### src/rtl/fifo_read_ctrl.sv
//------------------------------------------------------------------------------
// fifo_read_ctrl: read-domain side of the asynchronous FIFO.
// Synchronizes the write pointer, keeps the read pointer, and feeds a valid/ready stage.
// Revision: 1.0
//------------------------------------------------------------------------------
`default_nettype none

module fifo_read_ctrl #(
    parameter int DEPTH       = 512,
    parameter int DATA_WIDTH  = 8,
    parameter int ADDR_WIDTH  = 9,
    parameter int SYNC_STAGES = 2,
    parameter int AE_THRESH   = 4
) (
    input  logic                  clk,
    input  logic                  rst,
    input  logic [ADDR_WIDTH:0]   wptr_gray_async,
    input  logic [DATA_WIDTH-1:0] mem_rdata,
    output logic [ADDR_WIDTH:0]   binary_rptr,
    output logic [ADDR_WIDTH:0]   rptr_gray,
    output logic                  r_en,
    output logic                  empty,
    output logic [ADDR_WIDTH:0]   rd_count,
    output logic                  almost_empty,
    output logic                  m_valid,
    input  logic                  m_ready,
    output logic [DATA_WIDTH-1:0] m_data
);

    localparam int PW = ADDR_WIDTH + 1;

    logic [PW-1:0] sync_q [SYNC_STAGES];
    logic [PW-1:0] wq_gray;
    logic [PW-1:0] wbin_sync;
    logic [PW-1:0] rbin_next;
    logic [PW-1:0] rgray_next;
    logic [PW-1:0] count_next;
    logic          pop;

    always_ff @(posedge clk or posedge rst) begin
        if (rst) begin
            for (int i = 0; i < SYNC_STAGES; i++) begin
                sync_q[i] <= '0;
            end
        end else begin
            sync_q[0] <= wptr_gray_async;
            for (int i = 1; i < SYNC_STAGES; i++) begin
                sync_q[i] <= sync_q[i-1];
            end
        end
    end

    assign wq_gray = sync_q[SYNC_STAGES-1];

    // Binary bit i is the XOR of all Gray bits from i up to the MSB.
    for (genvar i = 0; i < PW; i++) begin : g_g2b
        assign wbin_sync[i] = ^wq_gray[PW-1:i];
    end

    // The output stage is refilled whenever it is empty or being drained.
    assign pop        = !empty && (!m_valid || m_ready);
    assign r_en       = pop;
    assign rbin_next  = binary_rptr + PW'(pop);
    assign rgray_next = rbin_next ^ (rbin_next >> 1);
    assign count_next = wbin_sync - rbin_next;

    always_ff @(posedge clk or posedge rst) begin
        if (rst) begin
            binary_rptr  <= '0;
            rptr_gray    <= '0;
            empty        <= 1'b1;
            rd_count     <= '0;
            almost_empty <= 1'b1;
        end else begin
            binary_rptr  <= rbin_next;
            rptr_gray    <= rgray_next;
            empty        <= (rgray_next == wq_gray);
            rd_count     <= count_next;
            almost_empty <= (count_next <= PW'(AE_THRESH));
        end
    end

    always_ff @(posedge clk or posedge rst) begin
        if (rst) begin
            m_valid <= 1'b0;
            m_data  <= '0;
        end else if (pop) begin
            m_valid <= 1'b1;
            m_data  <= mem_rdata;
        end else if (m_ready) begin
            m_valid <= 1'b0;
        end
    end

endmodule

`default_nettype wire

### config.mk
export PLATFORM = sky130hd
export DESIGN_NAME = fifo_read_ctrl
export DESIGN_NICKNAME = d
export VERILOG_FILES = /design/src/rtl/fifo_read_ctrl.sv
export SDC_FILE = /design/constraint.sdc
export NUM_CORES = 1
export LEC_CHECK = 0
export CORE_MARGIN = 2
export CORE_UTILIZATION = 50
export CTS_CLUSTER_DIAMETER = 100
export DETAILED_ROUTE_END_ITERATION = 12
export GPL_ROUTABILITY_DRIVEN = 0
export PLACE_DENSITY = 0.75
export SYNTH_ARGS = -nofsm -noshare
export SYNTH_HDL_FRONTEND = slang
export SYNTH_SLANG_ARGS = --single-unit
export TNS_END_PERCENT = 100
### constraint.sdc
create_clock -name clk -period 4.4 [get_ports clk]
set_input_delay 0.88 -clock clk [delete_from_list [all_inputs] [get_ports clk]]
set_output_delay 0.88 -clock clk [all_outputs]
set_load 0.05 [all_outputs]
======== Word-level counts from Yosys, hierarchy flattened ========
Cells that the tools add are included.
Widths: inputs -> output; s select.
word-level totals
  register bits ........................... 61
  bits of input ports ..................... 21
  output and inout port bits .............. 42
operators by class
  equality and inequality tests ........... 1
  multiplexer cells ....................... 2
  order comparisons ....................... 1
  reduce and logical (&&, ||, !) cells .... 14
  bitwise logic cells ..................... 1
  $add $sub $neg .......................... 2
operator list
  kind                 number
  $add 10x1->10        1
  $eq 10x10->1         1
  $le 10x3->1 const B  1
  $reduce_xor 10->1    1
  $sub 10x10->10       1
  $xor 10x9->10        1
  $reduce_xor 9->1     1
  $reduce_xor 8->1     1
  $reduce_xor 7->1     1
  $reduce_xor 6->1     1
  $reduce_xor 5->1     1
  $reduce_xor 4->1     1
  $reduce_xor 3->1     1
  $logic_not 1->1      2
  $mux 1               2
  $reduce_bool 2->1    1
  $reduce_xor 2->1     1
  $logic_and 1x1->1    1
  $logic_or 1x1->1     1

======== Depth between registers and ports, before layout ========
Gate-level depths: netlist (run 1).
  depth in word-level cells ............... 6
  depth in mapped cells ................... 16
  mapped depth without buffers ............ 15

======== Least setup slack after synthesis (run 1) ========
No wires, ideal clock.
  kind .................................... input -> register
  from .................................... input m_ready
  to ...................................... register almost_empty
  buffers on the path ..................... 0
  cell stages on the path ................. 13
  path slack .............................. -0.363 ns
  setup time .............................. 0.090 ns
  data arrival time ....................... 4.673 ns
  cell sequence ........................... inv_1 a21oi_1 ha_1 nand2_1 xor2_1 ha_1 o21ai_0 a2111oi_2 o41ai_2 a21boi_2 xor2_1 or3_1 nor4_2
between the ends
  cells in the longest elaborated chain, start to end .. 5
RTL lines
  item                  RTL line  RTL
  from (decl)           26        input logic m_ready,
  $logic_or 1x1->1      61        assign pop = !empty && (!m_valid || m_ready);
  $logic_and 1x1->1     61
  net r_en              21        output logic r_en,
  $add 10x1->10         63        assign rbin_next = binary_rptr + PW'(pop);
  $sub 10x10->10        65        assign count_next = wbin_sync - rbin_next;
  net count_next[7]     37        logic [PW-1:0] count_next;
  $le 10x3->1           79        almost_empty <= (count_next <= PW'(AE_THRESH));
  to (signal assigned)  79
  to (decl)             24        output logic almost_empty,
The timed path passes the listed nets, and every way through them passes these cells.
A chain may end at the register's enable or synchronous reset.

======== Worst setup path in the final report (run 1) ========
  from .................................... register sync_q, in the netlist wq_gray[9]
  to ...................................... register almost_empty
between the ends
  cells in the longest elaborated chain, start to end .. 3
RTL lines
  item                                             RTL line  RTL
  from (decl)                                      32        logic [PW-1:0] sync_q [SYNC_STAGES];
  from (signal, indexed assignment)                48        sync_q[i] <= sync_q[i-1];
  $reduce_xor 10->1, or another cell as far along  57        assign wbin_sync[i] = ^wq_gray[PW-1:i];
  $sub 10x10->10 *                                 65
  net count_next[7]                                37
  $le 10x3->1 *                                    79
The timed path passes the listed nets; every way through them passes the cells marked *.

==> results.md, run 1 <==
- Max-slew violations: 0
- Filler cells: 448
- Top Layer Used: met4
- Worst r2r src: wq_gray[9]
- VDD IR-drop max: 0.428 mV
- Mapped Cells: 230
- Slowest stage cell, crit path: dfrtp_2
- Final cell count without fillers: 383
- I/O pin count: 63
- Dpl hpwl: 3850 um
- Worst path required time: 4.64 ns
- Crit path largest cell delay: 0.48 ns
- Htree depth: 3
- Worst reg2reg endpoint: almost_empty
- Wire per inst: 13.3 um
- PortBufs: 62
- Clk_lat worst skew: 0.34 ns
- Fmax: 245 MHz
- Antenna Cells: 0
- Commonest non-fill, non-tap cells in the layout: clkdlybuf4s50_1, dfrtp_1, xnor2_1, inv_1, xor2_1
- Die H: 80.0 um
- Syn avg cell area: 12.6 um^2
- Global-route wire length before repair: 8540 um
- Most common cell after layout, fill and taps aside: clkdlybuf4s50_1
- Core ar.: 5540 um^2
- P_leak: 0.00167 uW
- Vias: 1917
- Worst-path maximum fanout: 7
- EDFF count, synth: 0
- Max-slew headroom: 30.5%
- Initial antenna violation count: 0
- Final nets: 336
- Synth Flop Type: dfrtp_1
- Fin util: 69.2%
- DRC: 0
- Synthesized cell area: 2890 um^2
- Overall routed net length: 5110 um
- Syn_nets: 260
- Avg Vias per Cell: 5.01
- Starting Density: 52.1%
- Yosys reg bits: 60
- Power Dens Cells: 776 nW/um^2
- CTS Buffer Depth: 2
- CP endpoint: almost_empty
- Critical path class: register to register
- Fin. Hold Viols: 0
- CP Launch Type: register
- Max-cap violations: 0
- Slew at the pin with the worst max-slew slack: 1.04 ns
- Drt first pass iters: 4
- Setup TNS: 0 ns
- Met2 routed WL: 2440 um
- Synthesis warning total: 0
- Chip width: 80.0 um
- Die area: 6400 um^2
- Hold-fix buffers, CTS: 0
- Sequential area share after synthesis: 52.1%
- Inst Count DP: 366
- Crit path time final: 4.08 ns
- Largest net degree at the start of global routing: 54
- Total Power: 2980 uW
- CTS Sinks: 60
- CTS tree: yes
- Crit-path cells: xor3_2 -> xnor3_2 -> xnor2_2 -> xor2_2 -> buf_4 -> ha_1 -> nor2b_1 -> o21ai_0 -> a2111oi_2 -> o41ai_2 -> a21boi_2 -> xor2_1 -> or3_1 -> nor4_2
- Routed length on met3: 306 um
- Asr flop ratio synth: 100%
- Hold depth: 0
- CP startpoint: wq_gray[9]
- Synthesis-to-finish area growth: 32.8%
- Rows: 27
- Clock slew at reported path FFs: 0.06 ns
- Total global-route track usage: 18.0%
- Hold Crit Class: register to register
- Clock Skews: 0.00957 ns
- Crit. End Element: register
- R2r setup slk: 0.32 ns
- Count of final setup violators: 0
- Wire length on met1: 2250 um
- Fraction of layout cells with a size suffix above 1: 16.4%
- Vias in the first global route: 1840
- Fin crit share: 92.8%
- DR iter-0 viols: 93
- Antenna viol nets, final: 0
- Status: completed
- Cells on worst reg2reg path: 14
- Grt total ovfl: 0
- Num CTS Buffers: 9
- Synth cell types: 49
- CP Data Arrival Time: 4.33 ns
- Clock Tree Root: clkbuf_8
[per-layer routing]
metal  GRT usage [%]  vias to the layer above
li1                -                      945
met1            24.1                      904
met2            27.1                       57
met3            4.98                       11
met4            8.64                        0
met5               0                        -
[flip-flops by register name, summed over array words and instances, names as in the netlist]
register      cells
rptr_gray         9
binary_rptr      10
sync_q           10
m_valid           1
almost_empty      1
wq_gray          10
empty             1
m_data            8
rd_count         10
[critical path, delay by kind of cell, from the launching register on]
kind | cells | cell delay (ns)
and+or+nand+nor | 3 | 0.69
DFF | 1 | 0.48
xor gates and xnor gates | 5 | 1.46
adders and majority gates | 1 | 0.26
buffers and inverters | 1 | 0.16
AOI/OAI and AO/OA | 4 | 0.94
[cells in the mapped netlist, types with 5 or more instances]
cell	n	area, um^2
dfrtp_1	58	1450
xnor2_1	25	219
inv_1	17	63.8
xor2_1	13	114
nor2_1	9	33.8
ha_1	8	100
mux2_2	8	90.1
nor3_1	8	40.0
nand2_1	7	26.3
mux2i_1	6	60.1
a21oi_1	5	25.0
and3_1	5	31.3
o21ai_0	5	25.0
[cell type report]
class	instances	area, um^2	share of cell area, %
timing repair buffer	69	673	17.6
multi-input combinational	148	1300	33.9
tap	72	90.1	2.35
clock inverter	1	30.0	0.784
inverter	18	67.6	1.76
sequential	60	1510	39.3
clock buffer	15	166	4.34
[through the flow]
| stage | instance area, um^2 | setup WS (ns) | hold WS, ns |
|---|---|---|---|
| floorplan | 2890 | 0.136 | 0.331 |
| CTS | 3810 | 0.0302 | 0.349 |
| finish | 3830 | 0.319 | 0.346 |
| detailed placement | 3610 | -0.0102 | 0.335 |
| global placement | 3610 | 0.0627 | 0.332 |
| global route | 3830 | -0.0162 | 0.356 |
[repair_timing]
item,CTS,global route
endpoints found under the setup margin,1,2
gates cloned,0,0
pin swaps,0,1
resized for setup,1,3
buffers inserted,0,1
[kinds of logic after synthesis]
family          count (synthesis)  synth area share (%)
flops                          60                  52.1
simple gates                   50                  9.80
xor+xnor                       46                  17.6
fa+ha+maj                      10                  4.51
buf+inv                        22                  3.64
compound gates                 28                  7.15
mux                            14                  5.20
[power breakdown]
part	total, uW	leakage (uW)	internal (uW)	switching (uW)
clock network	490	0.0000979	294	196
logic	1700	0.000862	678	1020
registers	789	0.000709	699	90.0
[worst min path at each step]
| stage | from | endpoint |
|---|---|---|
| floorplan | sync_q[10] | wq_gray[0] |
| global placement | sync_q[15] | wq_gray[5] |
| detailed placement | sync_q[10] | wq_gray[0] |
| CTS | sync_q[16] | wq_gray[6] |
| global route | sync_q[15] | wq_gray[5] |
| finish | sync_q[19] | wq_gray[9] |
No activity file was read; power rests on OpenSTA's default activity.
==> inputs of run 2 (changes only) <==
--- a/config.mk
+++ b/config.mk
@@ -11,6 +11,7 @@
 export DETAILED_ROUTE_END_ITERATION = 12
 export GPL_ROUTABILITY_DRIVEN = 0
 export PLACE_DENSITY = 0.75
+export SKIP_LAST_GASP = 1
 export SYNTH_ARGS = -nofsm -noshare
 export SYNTH_HDL_FRONTEND = slang
 export SYNTH_SLANG_ARGS = --single-unit
==> results of run 2 <==
The final DEF is identical to that of run 1; final timing and power are the same.
